<file path="config.mk">
export PLATFORM = sky130hd
export DESIGN_NAME = microsequencer
export DESIGN_NICKNAME = d
export VERILOG_FILES = /design/src/rtl/microsequencer_pkg.sv /design/src/rtl/microsequencer_dispatch.sv /design/src/rtl/microsequencer.sv
export SDC_FILE = /design/constraint.sdc
export NUM_CORES = 1
export LEC_CHECK = 0
export ABC_AREA = 0
export ABC_CLOCK_PERIOD_IN_PS = 3060
export BUFFER_PORTS_ARGS = -buffer_cell sky130_fd_sc_hd__buf_2
export CAP_MARGIN = 10
export CELL_PAD_IN_SITES_DETAIL_PLACEMENT = 0
export CELL_PAD_IN_SITES_GLOBAL_PLACEMENT = 2
export CORE_MARGIN = 2
export CORE_UTILIZATION = 32
export DETAILED_ROUTE_END_ITERATION = 7
export HOLD_SLACK_MARGIN = 0.03
export PLACE_DENSITY_LB_ADDON = 0.1
export SETUP_SLACK_MARGIN = 0.15
export SLEW_MARGIN = 20
export SYNTH_ARGS = -nofsm -noshare
export SYNTH_HDL_FRONTEND = slang
export SYNTH_HIERARCHICAL = 1
export SYNTH_SLANG_ARGS = --single-unit
export TNS_END_PERCENT = 20
</file>
<file path="constraint.sdc">
create_clock -name clk -period 3.06 [get_ports clk]
set_clock_uncertainty 0.15 [all_clocks]
set_input_delay 0.153 -clock clk [delete_from_list [all_inputs] [get_ports clk]]
set_output_delay 0.153 -clock clk [all_outputs]
set_load 0.1 [all_outputs]
</file>
<file path="src/rtl/microsequencer_pkg.sv">
// Shared sequencer definitions: FSM state encoding, IR opcodes and microcode entry points.
// Entry offsets are 6 bits wide, matching the microcode ROM address.
package sequencerdefs;

  typedef enum logic [1:0] {
    ST_ISSUE = 2'd0,
    ST_EXEC  = 2'd1,
    ST_WAIT  = 2'd2,
    ST_HALT  = 2'd3
  } seq_state_t;

  localparam logic [4:0] OP_CLR  = 5'h00;
  localparam logic [4:0] OP_LDI  = 5'h01;
  localparam logic [4:0] OP_LD   = 5'h02;
  localparam logic [4:0] OP_ST   = 5'h03;
  localparam logic [4:0] OP_ADD  = 5'h04;
  localparam logic [4:0] OP_JMP  = 5'h05;
  localparam logic [4:0] OP_BZ   = 5'h06;
  localparam logic [4:0] OP_BN   = 5'h07;
  localparam logic [4:0] OP_BC   = 5'h08;
  localparam logic [4:0] OP_INC  = 5'h09;
  localparam logic [4:0] OP_CMPI = 5'h0a;
  localparam logic [4:0] OP_CMP  = 5'h0b;
  localparam logic [4:0] OP_SUB  = 5'h0c;
  localparam logic [4:0] OP_XOR  = 5'h0d;
  localparam logic [4:0] OP_NOR  = 5'h0e;
  localparam logic [4:0] OP_NAND = 5'h0f;
  localparam logic [4:0] OP_ADDI = 5'h10;
  localparam logic [4:0] OP_NOT  = 5'h11;
  localparam logic [4:0] OP_SRA  = 5'h12;
  localparam logic [4:0] OP_SLA  = 5'h13;
  localparam logic [4:0] OP_HLT  = 5'h14;

  localparam logic [5:0] UC_CLR    = 6'h02;
  localparam logic [5:0] UC_LDI    = 6'h03;
  localparam logic [5:0] UC_LD     = 6'h04;
  localparam logic [5:0] UC_ST     = 6'h08;
  localparam logic [5:0] UC_ADD    = 6'h0a;
  localparam logic [5:0] UC_JMP    = 6'h0e;
  localparam logic [5:0] UC_NOJMP  = 6'h0f;
  localparam logic [5:0] UC_INC    = 6'h10;
  localparam logic [5:0] UC_CMPI   = 6'h11;
  localparam logic [5:0] UC_CMP    = 6'h12;
  localparam logic [5:0] UC_SUB    = 6'h16;
  localparam logic [5:0] UC_XOR    = 6'h1a;
  localparam logic [5:0] UC_NOR    = 6'h1e;
  localparam logic [5:0] UC_NAND   = 6'h22;
  localparam logic [5:0] UC_ADDI   = 6'h26;
  localparam logic [5:0] UC_NOT    = 6'h27;
  localparam logic [5:0] UC_SRA    = 6'h28;
  localparam logic [5:0] UC_SLA    = 6'h29;
  localparam logic [5:0] UC_HALT   = 6'h3f;

  // Conditional branches share the JMP microroutine when taken, fall through otherwise.
  function automatic logic [5:0] branch_target(input logic flag);
    return flag ? UC_JMP : UC_NOJMP;
  endfunction

endpackage

</file>
<file path="src/rtl/microsequencer_dispatch.sv">
// Combinational opcode+flags -> microcode entry offset; zero latency, no flow control.
// Unknown opcodes land on the halt trap.
module dispatch_decode
  import sequencerdefs::*;
#(
  parameter int                    OFFSET_WIDTH = 6,
  parameter int                    OPCODE_WIDTH = 5,
  parameter logic [OFFSET_WIDTH-1:0] HALT_OFFSET = {OFFSET_WIDTH{1'b1}}
) (
  input  logic [OPCODE_WIDTH-1:0] opcode,
  input  logic                    flag_z,
  input  logic                    flag_n,
  input  logic                    flag_c,
  output logic [OFFSET_WIDTH-1:0] target
);

  logic [5:0] uc;
  logic       known;

  always_comb begin
    uc    = UC_HALT;
    known = 1'b1;
    case (opcode)
      OPCODE_WIDTH'(OP_CLR):  uc = UC_CLR;
      OPCODE_WIDTH'(OP_LDI):  uc = UC_LDI;
      OPCODE_WIDTH'(OP_LD):   uc = UC_LD;
      OPCODE_WIDTH'(OP_ST):   uc = UC_ST;
      OPCODE_WIDTH'(OP_ADD):  uc = UC_ADD;
      OPCODE_WIDTH'(OP_JMP):  uc = UC_JMP;
      OPCODE_WIDTH'(OP_BZ):   uc = branch_target(flag_z);
      OPCODE_WIDTH'(OP_BN):   uc = branch_target(flag_n);
      OPCODE_WIDTH'(OP_BC):   uc = branch_target(flag_c);
      OPCODE_WIDTH'(OP_INC):  uc = UC_INC;
      OPCODE_WIDTH'(OP_CMPI): uc = UC_CMPI;
      OPCODE_WIDTH'(OP_CMP):  uc = UC_CMP;
      OPCODE_WIDTH'(OP_SUB):  uc = UC_SUB;
      OPCODE_WIDTH'(OP_XOR):  uc = UC_XOR;
      OPCODE_WIDTH'(OP_NOR):  uc = UC_NOR;
      OPCODE_WIDTH'(OP_NAND): uc = UC_NAND;
      OPCODE_WIDTH'(OP_ADDI): uc = UC_ADDI;
      OPCODE_WIDTH'(OP_NOT):  uc = UC_NOT;
      OPCODE_WIDTH'(OP_SRA):  uc = UC_SRA;
      OPCODE_WIDTH'(OP_SLA):  uc = UC_SLA;
      OPCODE_WIDTH'(OP_HLT):  uc = UC_HALT;
      default:                known = 1'b0;
    endcase
    target = known ? OFFSET_WIDTH'(uc) : HALT_OFFSET;
  end

endmodule

</file>
<file path="src/rtl/microsequencer.sv">
// Microcode address sequencer: ISSUE/EXEC pair per microword (2 cycles), registered offset.
// Stalls in EXEC/WAIT while a memory microword lacks mem_ready; halt trap exits only on rst.
module microsequencer
  import sequencerdefs::*;
#(
  parameter int                      OFFSET_WIDTH = 6,
  parameter int                      OPCODE_WIDTH = 5,
  parameter logic [OFFSET_WIDTH-1:0] FETCH_OFFSET = 6'h00,
  parameter logic [OFFSET_WIDTH-1:0] HALT_OFFSET  = 6'h3f
) (
  input  logic                    clk,
  input  logic                    rst,
  input  logic                    mc_seq,
  input  logic [OFFSET_WIDTH-1:0] mc_next,
  input  logic                    mc_mem,
  input  logic [OPCODE_WIDTH-1:0] opcode,
  input  logic                    flag_z,
  input  logic                    flag_n,
  input  logic                    flag_c,
  input  logic                    mem_ready,
  output logic [OFFSET_WIDTH-1:0] offset,
  output logic                    mc_valid,
  output logic                    halted
);

  seq_state_t              state;
  logic [OFFSET_WIDTH-1:0] disp_target;
  logic [OFFSET_WIDTH-1:0] next_addr;
  logic                    advance;

  dispatch_decode #(
    .OFFSET_WIDTH (OFFSET_WIDTH),
    .OPCODE_WIDTH (OPCODE_WIDTH),
    .HALT_OFFSET  (HALT_OFFSET)
  ) u_dispatch (
    .opcode (opcode),
    .flag_z (flag_z),
    .flag_n (flag_n),
    .flag_c (flag_c),
    .target (disp_target)
  );

  assign next_addr = mc_seq ? mc_next : disp_target;

  // The offset moves on only when the current microword has finished, including its memory access.
  assign advance = ((state == ST_EXEC) && !(mc_mem && !mem_ready)) ||
                   ((state == ST_WAIT) && mem_ready);

  always_ff @(posedge clk or posedge rst) begin
    if (rst) begin
      state    <= ST_ISSUE;
      offset   <= FETCH_OFFSET;
      mc_valid <= 1'b0;
      halted   <= 1'b0;
    end else begin
      case (state)
        ST_ISSUE: begin
          state    <= ST_EXEC;
          mc_valid <= 1'b1;
        end
        ST_EXEC, ST_WAIT: begin
          mc_valid <= 1'b0;
          if (advance) begin
            offset <= next_addr;
            if (next_addr == HALT_OFFSET) begin
              state  <= ST_HALT;
              halted <= 1'b1;
            end else begin
              state <= ST_ISSUE;
            end
          end else begin
            state <= ST_WAIT;
          end
        end
        ST_HALT: begin
          offset   <= HALT_OFFSET;
          mc_valid <= 1'b0;
          halted   <= 1'b1;
        end
        default: begin
          state    <= ST_ISSUE;
          mc_valid <= 1'b0;
        end
      endcase
    end
  end

endmodule

</file>
==> impl_metrics.csv <==
group,metric,value,unit
outcome,outcome,"finished clean",
critical_path,crit_arrival,1.83,ns
timing,maxSlewHeadroom,0.684,
critical_path,end_kind,"register",
floorplan,ios,27,
drt,drtAntennaViolNets,0,
power_and_ir_drop,switching_share,0.262,
clocking,clock-root-buffer,"clkbuf_4",
critical_path,worstPathCellList,"inv_1 -> ha_1 -> inv_1 -> or3_4 -> o32a_1",
floorplan,die_width,56.9,um
clocking,post-cts-setup-buffers,0,
floorplan,die_y,56.9,um
finish,post-route-util,0.387,
global_route,grt_pass1_wl,3.34,mm
critical_path,timing.rr.end,"offset[3]",
yosys,syn-instance-count,97,
power_and_ir_drop,leakage,0.427,nW
drt,wl,2.07,mm
run,drv_cap,0,
finish,area_growth,17.2,%
finish,diodes,0,
critical_path,worstReg2RegStart,"state[0]",
critical_path,crit_start,"state[0]",
power_and_ir_drop,power_frac_comb,0.227,
drt,viasPerCell,5.27,
clocking,cts.sinks,10,
yosys,yosys.cell_types.count,44,
drt,wl_per_cell,13.6,um
timing,fin_hold_ws,0.0945,ns
timing,period_share,0.603,
global_route,grt_max_degree,16,
critical_path,crit_slowest_cell,"or3_4",
drt,drc,0,
floorplan,core,2710,sq um
power_and_ir_drop,power-per-cell-area,267,nW/um^2
placed_design,io_buffers,26,
timing,min_period,1.85,ns
yosys,syn-num-nets,121,
yosys,syn_avg_cell_area,9.24,sq um
drt,drtIter0Drc,15,
clocking,cts_max_path_buffers,2,
min_path,hp-start,"mc_next[2]",
timing,tightest_slew,0.473,ns
timing,slew_viol_final,0,
yosys,synthArstFlopShare,1.00,
timing,rsz0062_at_grt,"false",
critical_path,critPathTopFamily,"simple AND/OR/NAND/NOR gates",
power_and_ir_drop,p_clk_frac,0.302,
clocking,cts_tree,"done",
critical_path,cp.depth,5,
timing,setup_tns,0,ns
critical_path,critical_path_class,"reg2reg",
clocking,cts_max_level,1,
yosys,yosys_most_used_dff,"dfrtp_1",
min_path,holdCritPathClass,"in2reg",
timing,max_freq,542,MHz
yosys,synth_edf_count,0,
clocking,clock_latency,0.26,ns
finish,nets,147,
critical_path,reg2reg_depth,5,
drt,num_vias,801,
critical_path,reg2reg_slack,1.21,ns
global_route,grt_antenna_before_repair,0,
floorplan,start_util,0.331,
finish,drive_gt1_frac,0.322,
timing,hold_viol,0,
critical_path,critical_path_buf_inv_count,2,
yosys,synthesis.area,896,sq um
critical_path,slowest_delay,0.43,ns
power_and_ir_drop,p_switching,0.0734,mW
global_route,grt_pass1_vias,749,
placed_design,post-place-ws,1.08,ns
power_and_ir_drop,intPower,0.207,mW
placed_design,gp_congestion,0.734,
timing,setup_ws,1.21,ns
timing,setup_viol,0,
critical_path,cp.required,3.05,ns
yosys,yosys_warnings,6,
power_and_ir_drop,seq_power_share,0.471,
yosys,ys_seq_area_frac,0.279,
critical_path,startpoint_type,"register",
floorplan,die-area,3240,sq um
clocking,cts_buffers,3,
critical_path,crit_path_max_fanout,5,
yosys,ys_ff_latch,10,
power_and_ir_drop,vdd_ir_drop_max,0.243,mV
global_route,overflow,0,
critical_path,cp-endpoint,"offset[3]",
global_route,grt_use_total,0.132,
drt,drtPass1Iterations,4,
critical_path,cpMostUsedCell,"inv_1",
placed_design,hpwl,1.59,mm
clocking,clk_pin_slew,0.06,ns
floorplan,row_count,19,
## area by class of cell
cell class | count | area, sq um
clock buffers | 3 | 22.5
fillers | 303 | 1660
inverters | 5 | 18.8
multi-input cells | 76 | 579
flip-flops and latches | 10 | 250
well taps | 31 | 38.8
repair buffers | 27 | 140
## sequential cells by signal, indices dropped and copies added (netlist names)
name / count
halted: 1
mc_valid: 1
offset: 6
state: 2
## per-stage QoR
step	total power, mW	cells	cell area, sq um
after floorplan	0.180	97	896
after global placement	0.197	148	1020
after detailed placement	0.198	148	1020
after CTS	0.286	152	1050
after global routing	0.302	152	1050
final	0.281	152	1050
## layer usage
| layer | vias up | track usage | part of all wire |
|---|---|---|---|
| met2 | 13 | 0.212 | 0.47 |
| met3 | 2 | 0.0415 | 0.036 |
| met4 | 0 | 0.0299 | 0.0068 |
| li1 | 411 | - | - |
| met1 | 375 | 0.174 | 0.48 |
| met5 | - | 0 | 0 |
## power by group through the flow
stage	registers [mW]	logic, mW	clock network (mW)
3_3_place_gp	0.135	0.0625	0
6_report	0.132	0.0637	0.0848
4_1_cts	0.132	0.0644	0.0890
5_1_grt	0.132	0.0712	0.0983
2_1_floorplan	0.135	0.0453	0
3_5_place_dp	0.135	0.0632	0
## repair_timing
action | 4_1_cts | 5_1_grt
hold endpoints to repair | 10 | 0
hold buffers | 1 | 0
resized for setup | 0 | 0
## worst min path at each step
stage	end	slack [ns]	depth (start not counted)
final	offset[2]	0.09	3
after global routing	offset[0]	0.12	3
after CTS	offset[2]	0.09	3
after detailed placement	mc_valid	-0.003	2
after global placement	mc_valid	0.0002	2
after floorplan	halted	-0.16	1
## cells in the final DEF, fill, tap and decap left out, types with 3 or more instances in the layout
cell	count
clkbuf_4	3
nor3_1	4
mux2_2	3
a21oi_1	10
o32a_1	3
nor2b_1	6
inv_1	5
nor2_1	3
nand3_1	3
ha_1	5
a211oi_1	3
dfrtp_1	10
buf_2	26
## cells in the mapped netlist (2+ instances only)
| cell type | number | area share |
|---|---|---|
| nor2_1 | 3 | 0.013 |
| o31ai_1 | 2 | 0.017 |
| a211oi_1 | 3 | 0.025 |
| a21o_1 | 2 | 0.017 |
| nor3_1 | 4 | 0.022 |
| ha_1 | 5 | 0.070 |
| dfrtp_1 | 10 | 0.28 |
| nor2b_1 | 6 | 0.042 |
| a31oi_1 | 2 | 0.014 |
| a21oi_1 | 10 | 0.056 |
| or2_0 | 2 | 0.014 |
| mux2_2 | 3 | 0.038 |
| buf_2 | 2 | 0.011 |
| buf_6 | 2 | 0.025 |
| o32a_1 | 3 | 0.034 |
| o21ai_1 | 2 | 0.011 |
| inv_1 | 5 | 0.021 |
| nand2b_1 | 2 | 0.014 |
| mux2i_1 | 2 | 0.022 |
| nand3_1 | 3 | 0.017 |
## worst min-delay path, stage by stage
cell	delay (ns)
buf_2	0.09
a21oi_1	0.06
a31oi_1	0.15
## kinds of logic after synthesis
kind of cell	synth area share
buf+inv	0.0740
simple gates	0.246
flops	0.279
fa+ha+maj	0.0698
mux	0.0601
xor+xnor	0.00978
compound gates	0.261
Note: power is estimated with default switching activity, not from simulation.
